File: src/rtl/reorder_buffer_pkg.sv
// Shared rename/ROB types: physical register tags, the rename hand-off record
// and the per-entry ROB record, plus small helpers used by the ROB.
package reorder_buffer_pkg;

  localparam int ROB_DEPTH = 16;
  localparam int ROB_IDX_W = $clog2(ROB_DEPTH);
  localparam int PREG_W    = 6;

  typedef logic [PREG_W-1:0]    p_reg;
  typedef logic [ROB_IDX_W-1:0] rob_idx_t;

  typedef struct packed {
    logic RegWrite;
    p_reg PRegAddrDst;
    p_reg OldPRegAddrDst;
  } rename_struct;

  typedef struct packed {
    logic valid;
    logic done;
    p_reg PRegAddrDst;
    p_reg OldPRegAddrDst;
    logic RegWrite;
  } rob_entry;

  function automatic rob_entry new_entry(rename_struct r);
    rob_entry e;
    e.valid          = 1'b1;
    e.done           = 1'b0;
    e.PRegAddrDst    = r.PRegAddrDst;
    e.OldPRegAddrDst = r.OldPRegAddrDst;
    e.RegWrite       = r.RegWrite;
    return e;
  endfunction

  // x0 destinations never took a fresh PReg, so there is nothing to hand back
  function automatic p_reg freed_preg(rob_entry e);
    return (e.RegWrite && e.PRegAddrDst != '0) ? e.OldPRegAddrDst : '0;
  endfunction

endpackage

File: src/rtl/reorder_buffer_retire_select.sv
// Retire selection for the two oldest ROB entries: decides which retire this
// edge (strictly in order) and which old PRegs they release.
module rob_retire_select
  import reorder_buffer_pkg::*;
(
  input  rob_entry   i_head_entry,
  input  rob_entry   i_next_entry,
  output logic [1:0] o_retire_mask,
  output p_reg       o_free_PRegs [0:1]
);

  logic w_head_ret;
  logic w_next_ret;

  assign w_head_ret = i_head_entry.valid && i_head_entry.done;
  assign w_next_ret = w_head_ret && i_next_entry.valid && i_next_entry.done;

  assign o_retire_mask   = {w_next_ret, w_head_ret};
  assign o_free_PRegs[0] = w_head_ret ? freed_preg(i_head_entry) : '0;
  assign o_free_PRegs[1] = w_next_ret ? freed_preg(i_next_entry) : '0;

endmodule

File: src/rtl/reorder_buffer.sv
// 2-wide in-order reorder buffer: allocates from rename at the tail, marks
// completions from execute, retires up to two done entries from the head.
module reorder_buffer
  import reorder_buffer_pkg::*;
#(
  parameter int DEPTH = ROB_DEPTH,
  parameter int IDX_W = $clog2(DEPTH)
) (
  input  logic             i_clk,
  input  logic             i_rst,
  input  logic [0:1]       i_alloc_valid,
  input  rename_struct     i_rename_data [0:1],
  output logic             o_alloc_ready,
  output logic [IDX_W-1:0] o_rob_idx [0:1],
  input  logic [0:1]       i_complete_valid,
  input  logic [IDX_W-1:0] i_complete_idx [0:1],
  output p_reg             o_free_PRegs [0:1],
  output logic [1:0]       o_retire_count,
  output logic [IDX_W:0]   o_count,
  output logic             o_empty
);

  rob_entry         r_entries [DEPTH];
  logic [IDX_W-1:0] r_head;
  logic [IDX_W-1:0] r_tail;
  logic [IDX_W:0]   r_count;

  logic [0:1]       w_alloc_en;
  logic [1:0]       w_n_alloc;
  logic [1:0]       w_ret_mask;
  logic [1:0]       w_n_ret;
  logic [IDX_W-1:0] w_head_p1;
  logic [IDX_W-1:0] w_slot1_idx;
  p_reg             w_free [0:1];

  // Ready looks only at registered occupancy so it never depends on retires
  assign o_alloc_ready = (r_count <= (IDX_W+1)'(DEPTH - 2));
  assign w_alloc_en    = o_alloc_ready ? i_alloc_valid : 2'b00;
  assign w_n_alloc     = {1'b0, w_alloc_en[0]} + {1'b0, w_alloc_en[1]};
  assign w_n_ret       = {1'b0, w_ret_mask[0]} + {1'b0, w_ret_mask[1]};
  assign w_head_p1     = r_head + IDX_W'(1);

  // A lone slot 1 is compacted onto the tail entry
  assign w_slot1_idx  = (i_alloc_valid[0] && i_alloc_valid[1]) ? r_tail + IDX_W'(1) : r_tail;
  assign o_rob_idx[0] = r_tail;
  assign o_rob_idx[1] = w_slot1_idx;

  assign o_count = r_count;
  assign o_empty = (r_count == '0);

  rob_retire_select u_retire_select (
    .i_head_entry  (r_entries[r_head]),
    .i_next_entry  (r_entries[w_head_p1]),
    .o_retire_mask (w_ret_mask),
    .o_free_PRegs  (w_free)
  );

  always_ff @(posedge i_clk or posedge i_rst) begin
    if (i_rst) begin
      for (int i = 0; i < DEPTH; i++) r_entries[i] <= '0;
      r_head          <= '0;
      r_tail          <= '0;
      r_count         <= '0;
      o_free_PRegs[0] <= '0;
      o_free_PRegs[1] <= '0;
      o_retire_count  <= '0;
    end else begin
      for (int k = 0; k < 2; k++) begin
        if (i_complete_valid[k] && r_entries[i_complete_idx[k]].valid)
          r_entries[i_complete_idx[k]].done <= 1'b1;
      end
      if (w_ret_mask[0]) r_entries[r_head]    <= '0;
      if (w_ret_mask[1]) r_entries[w_head_p1] <= '0;
      if (w_alloc_en[0]) r_entries[r_tail]      <= new_entry(i_rename_data[0]);
      if (w_alloc_en[1]) r_entries[w_slot1_idx] <= new_entry(i_rename_data[1]);
      r_head          <= r_head + IDX_W'(w_n_ret);
      r_tail          <= r_tail + IDX_W'(w_n_alloc);
      r_count         <= r_count + (IDX_W+1)'(w_n_alloc) - (IDX_W+1)'(w_n_ret);
      o_free_PRegs[0] <= w_free[0];
      o_free_PRegs[1] <= w_free[1];
      o_retire_count  <= w_n_ret;
    end
  end

endmodule

File: config.mk
export PLATFORM = sky130hd
export DESIGN_NAME = reorder_buffer
export DESIGN_NICKNAME = d
export VERILOG_FILES = /design/src/rtl/reorder_buffer_pkg.sv /design/src/rtl/reorder_buffer_retire_select.sv /design/src/rtl/reorder_buffer.sv
export SDC_FILE = /design/constraint.sdc
export NUM_CORES = 1
export LEC_CHECK = 0
export ABC_AREA = 1
export CAP_MARGIN = 20
export CORE_ASPECT_RATIO = 1.1
export CORE_MARGIN = 8
export CORE_UTILIZATION = 47
export CTS_CLUSTER_SIZE = 20
export DETAILED_ROUTE_END_ITERATION = 7
export PLACE_DENSITY = 0.71
export SYNTH_ARGS = -nofsm -noshare
export SYNTH_HDL_FRONTEND = slang
export SYNTH_SLANG_ARGS = --single-unit
File: constraint.sdc
create_clock -name i_clk -period 8.2 [get_ports i_clk]
set_clock_uncertainty 0.2 [all_clocks]
set_input_delay 0.82 -clock i_clk [delete_from_list [all_inputs] [get_ports i_clk]]
set_output_delay 0.82 -clock i_clk [all_outputs]
set_load 0.03 [all_outputs]
==> flow_metrics.env, run 1 <==
export IMPL_cp_cell_sequence="inv_2 > ha_1 > buf_4 > inv_2 > nand3_1 > nand3_1 > nand3_1 > nand3_1 > nand2_2 > nor2_4 > ha_1 > inv_1 > nor2_1 > inv_1 > nand2_1 > ha_1 > inv_1 > fa_1 > o21ai_0 > a21oi_1 > xnor2_1"
export IMPL_min_path_type="reg2reg"
export IMPL_start_util_pct=47.32
export IMPL_crit_top_cell="nand3_1"
export IMPL_area_growth_pct=9.878
export IMPL_htreeDepth=1
export IMPL_p_leak_nw=9.472
export IMPL_nNetsFinal=2798
export IMPL_powerDensity_nw_per_um2=432.0
export IMPL_clock_latency_ns=0.61
export IMPL_clk_pin_slew_worst_paths_ns=0.06
export IMPL_die_h_um=223.5
export IMPL_avgSynthCellArea_um2=6.596
export IMPL_slew_headroom_pct=12.79
export IMPL_rsz0062_at_grt="false"
export IMPL_required_ns=8.49
export IMPL_fin_crit_sh_pct=65.62
export IMPL_worst_r2r_startpoint="r_head[0]"
export IMPL_synth_edf_count=0
export IMPL_crit_type="reg2reg"
export IMPL_hold_slack_ns=0.3672
export IMPL_post_route_drc_count=0
export IMPL_cts_made_buffers=31
export IMPL_cts_buffer_depth=3
export IMPL_cts_root_buf="clkbuf_16"
export IMPL_dieWidth_um=204.7
export IMPL_grt_busiest_layer="met2"
export IMPL_p_total_w=0.008736
export IMPL_cts_tree="done"
export IMPL_tightest_slew_ns=1.304
export IMPL_worstPathMaxFanout=42
export IMPL_grtUsageMet3_pct=6.199
export IMPL_netlist_area_um2=18400
export IMPL_ir_drop_mv=0.2505
export IMPL_cts_setup_buffers=0
export IMPL_ys_ff_latch=267
export IMPL_holdCritStartpoint="r_entries[235]"
export IMPL_die_area_um2=45750
export IMPL_ctsHoldBuffers=0
export IMPL_grt_overflow=0
export IMPL_ys_async_sr_fraction_pct=100.0
export IMPL_ys_seq_area_share_pct=36.30
export IMPL_globalplace_congestion=1.005
export IMPL_port_buffers=68
export IMPL_setup_viol=0
export IMPL_rrSetupSlack_ns=2.82
export IMPL_min_period_ns=5.381
export IMPL_grt_start_max_net_pins=149
export IMPL_status="finished clean"
export IMPL_endpoint_kind="register"
export IMPL_startpoint_type="register"
export IMPL_holdPathStages=2
export IMPL_ys_warn_count=0
export IMPL_syn_nets=2857
export IMPL_timing_setup_tns_ns=0
export IMPL_rows=76
export IMPL_detail_route_wl_per_cell_um=22.91
export IMPL_track_usage_pct=31.69
export IMPL_grt_pass1_vias=18360
export IMPL_hold_viol_final=0
export IMPL_antenna_found_initial=0
export IMPL_hold_path_end="r_entries[235]"
export IMPL_max_freq_mhz=185.9
export IMPL_arrival_ns=5.67
export IMPL_ant_nets=0
export IMPL_reg2reg_to="o_count[4]"
export IMPL_pin_count=69
export IMPL_vias=20040
export IMPL_synthCells=2790
export IMPL_cts_resized=0
export IMPL_use_met1_pct=42.71
export IMPL_use_met2_pct=48.47
export IMPL_drv_cap=0
export IMPL_dpl_hpwl_um=49990
export IMPL_n_antenna_cell=0
export IMPL_finalMaxSlewViolations=0
export IMPL_drt_iter0_markers=2809
export IMPL_r2r_cells=21
export IMPL_slowest_delay_ns=0.65
export IMPL_post_drt_via_cell_ratio=6.143
export IMPL_first_pass_iters=6
export IMPL_layout_drive_gt1_share_pct=5.517
export IMPL_clock_sinks=267
export IMPL_drt_wl_total_um=74740
export IMPL_grt_pass1_wl_um=113400
export IMPL_coreArea_um2=38890
export IMPL_ys_flop_type="dfrtp_1"
export IMPL_synth_cell_types=38
export IMPL_crit_slowest_cell="dfrtp_4"
area by class of cell:
| class | instances | area (µm²) |
|---|---|---|
| Inverter | 311 | 1171 |
| Fill cell | 3853 | 18670 |
| Sequential cell | 267 | 6685 |
| Timing Repair Buffer | 120 | 1161 |
| Clock inverter | 16 | 132.6 |
| Clock buffer | 41 | 843.3 |
| Multi-Input combinational cell | 2000 | 9594 |
| Tap cell | 507 | 634.4 |
cell usage after synthesis (9+ instances only):
cell	n	area share, %
inv_1	303	6.2
clkbuf_1	105	2.1
nand3_1	292	7.9
buf_6	11	0.67
o21ai_0	179	4.9
buf_1	34	0.69
buf_2	59	1.6
nor3_1	30	0.82
nand3_2	9	0.49
nand4_1	53	1.8
nor2_2	14	0.48
ha_1	23	1.6
nand2_1	274	5.6
dfrtp_1	267	36
nor2_1	528	11
a21oi_1	534	15
report_power, final:
| part | internal, W | total, W | leakage, nW | switching (W) |
|---|---|---|---|---|
| combinational | 0.00161 | 0.00503 | 5.65 | 0.00342 |
| sequential | 0.00194 | 0.00234 | 3.33 | 0.000396 |
| clock | 0.000757 | 0.00136 | 0.483 | 0.000607 |
stage by stage:
stage	worst slack, ns	util (%)	cell area (µm²)	std cells
floorplan	3.655	-	18410	2790
global placement	3.002	49.15	19120	3198
detailed placement	2.864	49.15	19120	3198
CTS	2.844	51.66	20090	3255
global route	2.436	51.99	20220	3262
finish	2.819	51.99	20220	3262
worst max-delay path: cells and delay by family, from the launching register on:
kind	cells	cell delay, ns
AOI/OAI and AO/OA	2	0.29
xor gates and xnor gates	1	0.12
adders and majority gates	4	1.26
buffers and inverters	6	1.34
DFF	1	0.65
and+or+nand+nor	8	1.34
cells in the final DEF, fill, tap and decap left out, types with 9 or more instances in the layout:
cell,Yosys,layout
ha_1,23,23
nand3_1,292,292
dfrtp_1,267,266
nor2_2,14,13
clkbuf_16,0,31
inv_1,303,301
clkinv_2,0,10
a21oi_1,534,534
clkdlybuf4s50_1,0,68
nand2_1,274,274
nand4_1,53,53
inv_2,8,9
o21ai_0,179,179
buf_4,2,44
nand3_2,9,9
nor2_1,528,528
nor3_1,30,29
flip-flops by register name, summed over array words and instances, names as in the netlist:
register / count
r_entries: 240
r_tail: 4
o_free_PRegs: 12
o_count: 5
r_head: 4
o_retire_count: 2
worst max path at each step:
stage	start	endpoint	slack [ns]
after floorplan	i_rst	o_count[0]	3.65
after global placement	r_head[0]	o_count[4]	3.00
after detailed placement	r_head[0]	o_count[4]	2.86
after CTS	r_head[0]	o_count[4]	2.84
after global routing	r_head[0]	o_count[4]	2.44
final	r_head[0]	o_count[4]	2.82
per-layer routing:
metal	vias to the layer above	wire length, µm
met3	255	8146
met4	0	3681
met5	-	0
met2	1241	33460
met1	9502	29450
li1	9039	-
cells by family (layout without fill, tap and decap cells):
logic type	after synthesis	after routing	synth area share, %
XOR/XNOR	10	10	0.5575
flip-flops	267	267	36.30
AND/OR/NAND/NOR	1222	1222	29.01
AO/OA/AOI/OAI	741	741	20.51
buffers and inverters	523	488	11.62
adder cells (fa/ha/maj)	27	27	1.999
No activity file was read; power rests on OpenSTA's default activity.
==> inputs of run 2 (changes only) <==
==> constraint.sdc (replaced) <==
create_clock -name i_clk -period 4.85 [get_ports i_clk]
set_clock_uncertainty 0.2 [all_clocks]
set_input_delay 0.485 -clock i_clk [delete_from_list [all_inputs] [get_ports i_clk]]
set_output_delay 0.485 -clock i_clk [all_outputs]
set_load 0.03 [all_outputs]
==> run 2 against run 1 <==
Net effect:
- flip-flop and latch count unchanged
- largest power group unchanged
- clock-buffer cell count up 1
- sequential power increased by 68%
- sequential share of layout area decreased by 0.45 points
- via count increased by 0.87%
- critical path type unchanged
- design area increased by 1.4%
- worst hold slack got worse by 0.0034 ns
==> flow_metrics.env, run 2 (synthesis gave the netlist of run 1 again) <==
export IMPL_globalplace_congestion=0.9811
export IMPL_cp_cell_sequence="inv_2 > ha_1 > buf_4 > nand3_1 > nand3_1 > nand3_1 > nand3_1 > nand2_2 > nor2_4 > ha_1 > inv_1 > nor2_1 > inv_1 > nand2_1 > ha_1 > inv_1 > fa_1 > o21ai_0 > a21oi_1 > xnor2_1"
export IMPL_hold_viol_final=0
export IMPL_cts_root_buf="clkbuf_16"
export IMPL_required_ns=5.12
export IMPL_endpoint_kind="register"
export IMPL_crit_start="r_head[0]"
export IMPL_crit_top_cell="nand3_1"
export IMPL_nNetsFinal=2823
export IMPL_ir_drop_mv=0.3807
export IMPL_timing_setup_tns_ns=0
export IMPL_max_freq_mhz=237.5
export IMPL_htreeDepth=1
export IMPL_worstPathMaxFanout=24
export IMPL_grt_overflow=0
export IMPL_area_growth_pct=11.41
export IMPL_clock_sinks=267
export IMPL_drt_wl_total_um=76580
export IMPL_drt_iter0_markers=2473
export IMPL_crit_slowest_cell="dfrtp_4"
export IMPL_slew_headroom_pct=13.75
export IMPL_p_leak_nw=9.641
export IMPL_slowest_delay_ns=0.59
export IMPL_die_h_um=223.5
export IMPL_pin_count=69
export IMPL_start_util_pct=47.32
export IMPL_clock_latency_ns=0.60
export IMPL_min_path_type="reg2reg"
export IMPL_dieWidth_um=204.7
export IMPL_antenna_found_initial=2
export IMPL_arrival_ns=4.48
export IMPL_vias=20210
export IMPL_startpoint_type="register"
export IMPL_critPathBufInv=5
export IMPL_port_buffers=68
export IMPL_top_register="r_entries"
export IMPL_tightest_slew_ns=1.290
export IMPL_layout_drive_gt1_share_pct=6.371
export IMPL_crit_type="reg2reg"
export IMPL_finalMaxSlewViolations=0
export IMPL_worst_slack_ns=0.6395
export IMPL_crit_family="adder cells"
export IMPL_worst_r2r_startpoint="r_head[0]"
export IMPL_cts_made_buffers=31
export IMPL_setup_viol=0
export IMPL_cts_tree="done"
export IMPL_stdcell_count=3286
export IMPL_dp_slack_ns=0.6854
export IMPL_first_pass_iters=7
export IMPL_post_drt_via_cell_ratio=6.151
export IMPL_holdCritStartpoint="r_entries[134]"
export IMPL_ant_nets=0
export IMPL_layout_cells_most_common_list="a21oi_1, nor2_1, inv_1, nand3_1, nand2_1"
export IMPL_detail_route_wl_per_cell_um=23.31
export IMPL_coreArea_um2=38890
export IMPL_fin_crit_sh_pct=86.82
export IMPL_clk_pin_slew_worst_paths_ns=0.06
export IMPL_post_route_drc_count=0
export IMPL_grt_pass1_wl_um=115400
export IMPL_grt_pass1_vias=18680
export IMPL_layout_commonest_cell="a21oi_1"
export IMPL_drv_cap=0
export IMPL_cts_buffer_depth=3
export IMPL_status="finished clean"
export IMPL_track_usage_pct=32.49
export IMPL_grt_start_max_net_pins=97
export IMPL_rsz0062_at_grt="false"
export IMPL_die_area_um2=45750
export IMPL_cts_setup_buffers=0
export IMPL_dpl_hpwl_um=51140
export IMPL_placed_cells=3220
export IMPL_rows=76
export IMPL_largest_reg_flops=240
export IMPL_rrSetupSlack_ns=0.64
export IMPL_powerDensity_nw_per_um2=730.3
export IMPL_min_period_ns=4.211
-- run 2: per-stage QoR --
stage          util, %  total power [W]  instance area, µm²  hold WS, ns
6_report         52.72          0.01497               20500       0.3638
5_1_grt          52.71          0.01599               20500       0.3882
4_1_cts          52.31          0.01473               20340       0.3324
3_5_place_dp     49.61          0.01225               19300       0.3376
3_3_place_gp     49.58          0.01207               19280       0.3380
2_1_floorplan        -         0.009732               18410       0.2921
-- run 2: repair_timing --
action                                 CTS  global route
endpoints found under the hold margin    0             2
hold buffers                             0             1
resized for setup                        0             0
-- run 2: final timing paths --
check                                 endpoint  cells past startpoint
worst max register to register      o_count[4]                     20
min in group asynchronous        r_entries[68]                      3
worst min register to register  r_entries[134]                      2
worst max-delay path                o_count[4]                     20
worst min-delay path            r_entries[134]                      2
max in group asynchronous            r_head[0]                      5
-- run 2: where the power goes --
group	total, W	leakage [nW]	internal (W)	switching (W)
Combinational	0.00858	5.79	0.00278	0.00579
Clock	0.00246	0.521	0.00144	0.00102
Sequential	0.00394	3.33	0.00329	0.000653
-- run 2: routing by layer --
| metal | up-vias | share of wire (%) | global-route usage, % |
|---|---|---|---|
| li1 | 9067 | - | - |
| met1 | 9577 | 38 | 42.45 |
| met2 | 1281 | 44 | 48.54 |
| met3 | 283 | 12 | 7.587 |
| met4 | 4 | 6.6 | 19.17 |
| met5 | - | 0.035 | 0 |
-- run 2: final cells by class --
cell class,count,area (µm²)
sequential,267,6685
inverter,311,1171
antenna,1,2.502
clock inverter,13,150.1
multi-input combinational,2000,9589
tap,507,634.4
timing repair buffer,145,1374
fill,3761,18390
clock buffer,42,897.1
-- run 2: worst reg2reg max path, stage by stage, from the launching register on --
cell and delay [ns]:
dfrtp_4 0.59, inv_2 0.07, ha_1 0.40, buf_4 0.25, nand3_1 0.12, nand3_1 0.08
nand3_1 0.13, nand3_1 0.09, nand2_2 0.10, nor2_4 0.05, ha_1 0.45, inv_1 0.10
nor2_1 0.19, inv_1 0.09, nand2_1 0.07, ha_1 0.16, inv_1 0.06, fa_1 0.45
o21ai_0 0.19, a21oi_1 0.11, xnor2_1 0.13
